**src/rtl/toggle_pulse_gen.sv**
```systemverilog
// Debounced button / periodic / burst toggle-request generator
// for a downstream T flip-flop, with a running pulse counter.
module toggle_pulse_gen #(
  parameter int DEB_CYCLES = 4,
  parameter int CNT_W      = 8
) (
  input  logic             clk,
  input  logic             rst_n,
  input  logic             btn,
  input  logic [1:0]       mode,
  input  logic [CNT_W-1:0] period,
  input  logic [CNT_W-1:0] burst_len,
  input  logic             start,
  output logic             t,
  output logic             busy,
  output logic [CNT_W-1:0] pulse_cnt
);

  typedef enum logic [2:0] {
    OFF,
    MANUAL,
    PERIODIC,
    BURST_IDLE,
    BURST_RUN
  } state_t;

  localparam logic [7:0]       DEB_LAST = 8'(DEB_CYCLES - 1);
  localparam logic [CNT_W-1:0] ONE      = CNT_W'(1);

  logic             s1;
  logic             s2;
  logic             btn_db;
  logic             db_q;
  logic [7:0]       deb_cnt;
  logic [CNT_W-1:0] cnt;
  logic [CNT_W-1:0] rem;
  logic [1:0]       mode_q;
  state_t           st;
  state_t           st_mode;
  logic             hit;

  always_ff @(posedge clk or negedge rst_n) begin
    if (!rst_n) begin
      s1      <= 1'b0;
      s2      <= 1'b0;
      btn_db  <= 1'b0;
      db_q    <= 1'b0;
      deb_cnt <= '0;
    end else begin
      s1   <= btn;
      s2   <= s1;
      db_q <= btn_db;
      // s2 is 1 bit: any change while differing brings it back to btn_db
      if (s2 == btn_db) begin
        deb_cnt <= '0;
      end else if (deb_cnt == DEB_LAST) begin
        btn_db  <= s2;
        deb_cnt <= '0;
      end else begin
        deb_cnt <= deb_cnt + 8'd1;
      end
    end
  end

  always_comb begin
    st_mode = OFF;
    unique case (1'b1)
      mode == 2'b01: st_mode = MANUAL;
      mode == 2'b10: st_mode = PERIODIC;
      mode == 2'b11: st_mode = BURST_IDLE;
      default:       st_mode = OFF;
    endcase
  end

  // >= so a period lowered below the running count fires at the next compare
  assign hit = (cnt >= period);

  always_ff @(posedge clk or negedge rst_n) begin
    if (!rst_n) begin
      st        <= OFF;
      mode_q    <= 2'b00;
      cnt       <= '0;
      rem       <= '0;
      t         <= 1'b0;
      busy      <= 1'b0;
      pulse_cnt <= '0;
    end else begin
      mode_q <= mode;
      t      <= 1'b0;
      if (mode != mode_q) begin
        st   <= st_mode;
        cnt  <= '0;
        rem  <= '0;
        busy <= 1'b0;
      end else begin
        unique case (st)
          MANUAL: begin
            if (btn_db && !db_q) begin
              t         <= 1'b1;
              pulse_cnt <= pulse_cnt + ONE;
            end
          end
          PERIODIC: begin
            if (hit) begin
              t         <= 1'b1;
              pulse_cnt <= pulse_cnt + ONE;
              cnt       <= '0;
            end else begin
              cnt <= cnt + ONE;
            end
          end
          BURST_IDLE: begin
            if (start && burst_len != '0) begin
              rem  <= burst_len;
              cnt  <= '0;
              st   <= BURST_RUN;
              busy <= 1'b1;
            end
          end
          BURST_RUN: begin
            if (hit) begin
              t         <= 1'b1;
              pulse_cnt <= pulse_cnt + ONE;
              cnt       <= '0;
              rem       <= rem - ONE;
              if (rem == ONE) begin
                st   <= BURST_IDLE;
                busy <= 1'b0;
              end
            end else begin
              cnt <= cnt + ONE;
            end
          end
          default: ;
        endcase
      end
    end
  end

endmodule
```
**config.mk**
```make
export PLATFORM = sky130hd
export DESIGN_NAME = toggle_pulse_gen
export DESIGN_NICKNAME = d
export VERILOG_FILES = /design/src/rtl/toggle_pulse_gen.sv
export SDC_FILE = /design/constraint.sdc
export NUM_CORES = 1
export LEC_CHECK = 0
export CORE_MARGIN = 5
export CORE_UTILIZATION = 35
export CTS_BUF_LIST = sky130_fd_sc_hd__clkbuf_8 sky130_fd_sc_hd__clkbuf_16
export DETAILED_ROUTE_END_ITERATION = 8
export PLACE_DENSITY = 0.59
export SLEW_MARGIN = 20
export SYNTH_ARGS = -nofsm -noshare
export SYNTH_HDL_FRONTEND = slang
export SYNTH_SLANG_ARGS = --single-unit
```
**constraint.sdc**
```tcl
create_clock -name clk -period 3.4 [get_ports clk]
set_clock_uncertainty 0.15 [all_clocks]
set_input_delay 0.68 -clock clk [delete_from_list [all_inputs] [get_ports clk]]
set_output_delay 0.68 -clock clk [all_outputs]
set_load 0.03 [all_outputs]
```
After elaboration in Yosys (flattened, before gate mapping)
Index checks and enable logic that the tools add are counted.
Storage, ports and cells
  register bits after elaboration: 43
  input bits: 22
  output and inout port bits: 10
  logic and storage cells: 76
Cells by class
  add/subtract/negate cells: 4
  $lt $le $gt $ge: 1
  equality and inequality tests: 16
  muxes and demuxes: 28
  bitwise logic cells: 2
  reduce and logical (&&, ||, !) cells: 13
Operators with widths (count)
  8-bit 2-to-1 mux: 10
  8-bit case mux with 2 select lines: 3
  8-bit by 1-bit adder with 8-bit output (second input constant): 3
  3-bit 2-to-1 mux: 4
  3-bit != test (second input constant): 3
  8-bit by 1-bit == test with 1-bit output (second input constant): 1
  8-bit by 2-bit == test with 1-bit output (second input constant): 1
  8-bit greater-or-equal comparator: 1
  4-bit AND reduction: 2
  8-bit nonzero test: 1
  8-bit by 1-bit subtractor with 8-bit output (second input constant): 1
  1-bit 2-to-1 mux: 7
  3-bit by 2-bit == test with 1-bit output (second input constant): 2
  2-bit case mux with 3 select lines: 1
  3-bit case mux with 2 select lines: 1
  3-bit nonzero test: 2
  2-bit == test (second input constant): 2
  1-bit case mux with 2 select lines: 2
  2-bit AND reduction: 2
  3-bit by 1-bit == test with 1-bit output (second input constant): 1
  3-bit == test (second input constant): 1
  3-bit AND reduction: 1
  2-bit by 1-bit == test with 1-bit output (second input constant): 1
  1-bit logical AND: 2
  other kinds (8): 9

Logic depth before layout (Yosys ltp)
  depth after elaboration: 5
  depth in mapped cells: 10
  depth with buffers taken out: 8

Least setup slack after synthesis
Ideal clock, no wire load.
  path kind: in2reg
  start: in period[2]
  end: reg pulse_cnt[1]
  setup time: 0.128 ns
  arrival time: 2.427 ns
  required time: 3.122 ns
  slack: 0.695 ns
  cell stages on the path: 9
  buffers on the path: 1
  cell sequence: inv_1 > ha_1 > a211o_1 > a31oi_1 > o311ai_1 > buf_4 > a22o_4 > a22oi_4 > mux2_1
Between the ends
  longest elaborated chain between the ends: 3
RTL lines
  from (decl): RTL line 11  | input logic [CNT_W-1:0] period,
  8-bit greater-or-equal comparator: RTL line 76  | assign hit = (cnt >= period);
  2-bit by 1-bit != test with 1-bit output (no source line)
  4-bit AND reduction (no source line)
  to (signal assigned): RTL line 100  | pulse_cnt <= pulse_cnt + ONE;
  to (signal assigned): RTL line 106  | pulse_cnt <= pulse_cnt + ONE;
  to (signal assigned): RTL line 123  | pulse_cnt <= pulse_cnt + ONE;
  to (decl): RTL line 16  | output logic [CNT_W-1:0] pulse_cnt
No other way between the ends.
A chain may end at the register's enable or synchronous reset.

Worst setup path after layout
  start: in period[2]
  end: reg cnt[2]
Between the ends
  longest elaborated chain between the ends: 4
RTL lines
  8-bit greater-or-equal comparator: RTL line 76
  8-bit 2-to-1 mux: RTL line 104, 121
  8-bit case mux with 2 select lines: RTL line 96  | unique case (st)
  8-bit 2-to-1 mux: RTL line 90  | if (mode != mode_q) begin
  to (signal assigned): RTL line 109  | cnt <= cnt + ONE;
  to (signal assigned): RTL line 131  | cnt <= cnt + ONE;
  to (decl): RTL line 35  | logic [CNT_W-1:0] cnt;
No other way between the ends.

==> metrics.md <==
| Metric | Value |
|---|---|
| Combinational power share | 22.4% |
| DRC | 0 |
| FILL cells | 668 |
| Synth Area per Inst | 9.55 um^2 |
| Kind of critical path | primary input to flop |
| Max Fclk | 337 MHz |
| Synthesized instance count | 256 |
| Iteration-0 DRC Markers | 73 |
| CTS Buffer Depth | 2 |
| Placed Cells | 379 |
| CP Depth | 11 |
| Final Cycle Share | 87.2% |
| XOR/XNOR Fraction of Synth Area | 6.81% |
| Distinct cells, synth | 47 |
| Util after Layout | 43.4% |
| Dpl hpwl | 3840 um |
| Max-cap check violation count | 0 |
| Final Setup Violations | 0 |
| First-pass GRT wire length | 8760 um |
| Core area | 6790 um^2 |
| CTS root buffer | clkbuf_8 |
| Worst-skew pair later-pin latency | 310 ps |
| Post-DR wirelength/cell | 13.5 um |
| Sw frac | 32.5% |
| Final Routed Wirelength | 5220 um |
| Antenna cell count | 0 |
| Chip Height | 93.6 um |
| LEAKAGE | 1.35 nW |
| Global-route usage over all layers | 12.5% |
| Post-Synth Simple-Gate Area | 19.8% |
| GPL Wtd Cong | 0.800 |
| Worst-Margin Slew | 928 ps |
| Maximum vdd drop | 0.000342 V |
| CP Capture Point | cnt[2]$_DFFE_PN0P_ |
| CP Capture Type | flop |
| IO Count | 32 |
| CTS Buf Count | 5 |
| Critical path launch point | period[2] |
| Synth top area share | 43.0% |
| Most common cell after layout, fill and taps aside | dfrtp_1 |
| Switching power total | 0.394 mW |
| Register share of total power | 49.5% |
| Mapped cell area | 2440 um^2 |
| CTS tree | yes |
| Synth Area in Compound Gates | 17.4% |
| Largest family of logic cells by synthesized area | simple AND/OR/NAND/NOR gates |
| Post-CTS sizing | 0 |
| Crit start category | primary input |
| Crit path required time | 3470 ps |
| Setup ws final | 436 ps |
| Top cells by area, synth | dfrtp_1 (43%), ha_1 (6.7%), nor2_1 (4.3%), xnor2_1 (3.6%), nand3_1 (3.3%) |
| PwrDens | 411 nW/um^2 |
| Drt pass-1 iters | 4 |
| Final Non-Filler Cells | 387 |
| FF-to-FF setup slack | 870 ps |
| Post-Syn Nets | 291 |
| Place WS | 110 ps |
| Setup TNS | 0 ps |
| Largest net degree at the start of global routing | 43 |
| Max Slew Vio Count | 0 |
| Pwr Total | 1.21 mW |
| Post-Synth Adder-Cell Area | 6.66% |
| Vias in the first global route | 1819 |
| Post-route ant nets | 0 |
| Worst R2R Path Depth | 9 |
| CP Cell Sequence | clkdlybuf4s50_1 > inv_1 > ha_1 > a211o_1 > a31oi_1 > o311ai_1 > buf_4 > nor4_4 > buf_4 > a21oi_2 > mux2i_1 |
| Clk pin slew, worst setup/hold paths | 80 ps |
| GR Overflow Total | 0 |
| Area post-placement | 2850 um^2 |
| Most frequent cells in the layout | dfrtp_1 (42), clkdlybuf4s50_1 (30), nor2_1 (28) |
| CP delay by family, top | buffers and inverters |
| Seq/Total Area, Yosys | 43.0% |
| Post-route design area | 2950 um^2 |
| Mux share of post-synthesis cell area | 2.20% |
| Worst path arrival time | 3040 ps |
| Horiz. Die Dim | 93.6 um |
| Site Rows | 30 |
| Worst hold slack | 206 ps |
| Hold Vio Cnt, Final | 0 |
| Final min period | 2960 ps |
| Crit path max fanout | 11 |
| YS warnings | 0 |
| P_int | 0.818 mW |
| Share of cells above drive strength 1 | 7.56% |
| Vias per inst | 5.10 |
| Outcome | finished clean |
| Terminus of the critical flop-to-flop path | cnt[2]$_DFFE_PN0P_ |
| Post-CTS setup buffers | 0 |
| Slew margin rel. | 38.1% |
| Register bit total from synthesis | 42 |
| RSZ-0062 raised after global routing | false |
| Vias | 1975 |
| WP buf/inv | 4 |
| Hold Buf Count CTS | 0 |
| Port bufs | 31 |
| HP Class | flop to flop |
| Nets | 325 |
| CP peak stage delay | 450 ps |
| Initial antenna violation count | 0 |
| CTS H-tree depth | 2 |
| Sink Count | 42 |
| Leading area contributor after synthesis | dfrtp_1 |
| Critical-path top delay cell | clkdlybuf4s50_1 |
| Most common cell on crit path | buf_4 |
| Layout area overhead | 20.6% |
| Initial core utilization | 36.0% |
| Clk pwr share | 28.1% |
| FF-to-FF Start | cnt[2]$_DFFE_PN0P_ |
| DIE AREA | 8750 um^2 |
## final cells by class
type | instances | area, um^2 | area share, %
multi-input cells | 191 | 1290 | 43.8
flip-flops and latches | 42 | 1050 | 35.7
repair buffers | 35 | 335 | 11.4
well taps | 96 | 120 | 4.07
clock buffers | 5 | 68.8 | 2.33
inverters | 15 | 56.3 | 1.91
clock inverters | 3 | 25.0 | 0.849
## layer usage
metal,GRT usage (%),routed length [um]
met5,0,0
met4,2.77,48
met3,3.46,222
met2,19.2,2440
met1,17.5,2510
## kinds of logic (layout without fill, tap and decap cells)
group                    Yosys count  after routing
XOR/XNOR                          19             19
adder cells (fa/ha/maj)           13             13
multiplexers                       5              5
flip-flops                        42             42
AO/OA/AOI/OAI                     58             58
AND/OR/NAND/NOR                   96             96
buffers and inverters             23             58
## worst register-to-register path, stage by stage (launching register included)
cell and delay (ps):
dfrtp_1 430, ha_1 310, a211o_1 290, a31oi_1 150, o311ai_1 100, buf_4 190
nor4_4 420, buf_4 220, a21oi_2 60, mux2i_1 140
## synthesized netlist by cell type (all sizes together)
library cell	instances
dfrtp	42
nor2	28
nand3	16
inv	15
nand2	15
o21ai	15
ha	13
xnor2	10
a21oi	9
xor2	9
nor3	8
and2	7
and3	7
a22o	6
a22oi	5
buf	5
a21o	4
a31oi	4
nor4	4
a32oi	3
clkbuf	3
mux2	3
nand4	3
nor2b	3
a41oi	2
mux2i	2
o21a	2
o21ba	2
a2111o	1
a211o	1
a21boi	1
nand2b	1
nand4b	1
nor3b	1
nor4b	1
o311ai	1
o31ai	1
o32a	1
or2	1
## flip-flops by register name (all words and copies together) (netlist names)
register / count
mode_q: 2
busy: 1
st: 2
btn_db: 1
pulse_cnt: 8
t: 1
cnt: 8
db_q: 1
s1: 1
rem: 8
s2: 1
deb_cnt: 8
## worst min path at each step
stage,start,end,slack [ps],depth (start not counted)
floorplan,s1$_DFF_PN0_,s2$_DFF_PN0_,180,0
global placement,s1$_DFF_PN0_,s2$_DFF_PN0_,190,0
global route,s1$_DFF_PN0_,s2$_DFF_PN0_,230,0
CTS,s1$_DFF_PN0_,s2$_DFF_PN0_,210,0
finish,s1$_DFF_PN0_,s2$_DFF_PN0_,210,0
detailed placement,s1$_DFF_PN0_,s2$_DFF_PN0_,190,0
## power by group through the flow
| stage | clock network, mW | registers (mW) | logic [mW] |
|---|---|---|---|
| final | 0.340 | 0.600 | 0.272 |
| after global routing | 0.375 | 0.609 | 0.306 |
| after CTS | 0.349 | 0.601 | 0.276 |
| after detailed placement | 0 | 0.610 | 0.274 |
| after global placement | 0 | 0.611 | 0.272 |
| after floorplan | 0 | 0.617 | 0.161 |
No activity file was read; power rests on OpenSTA's default activity.
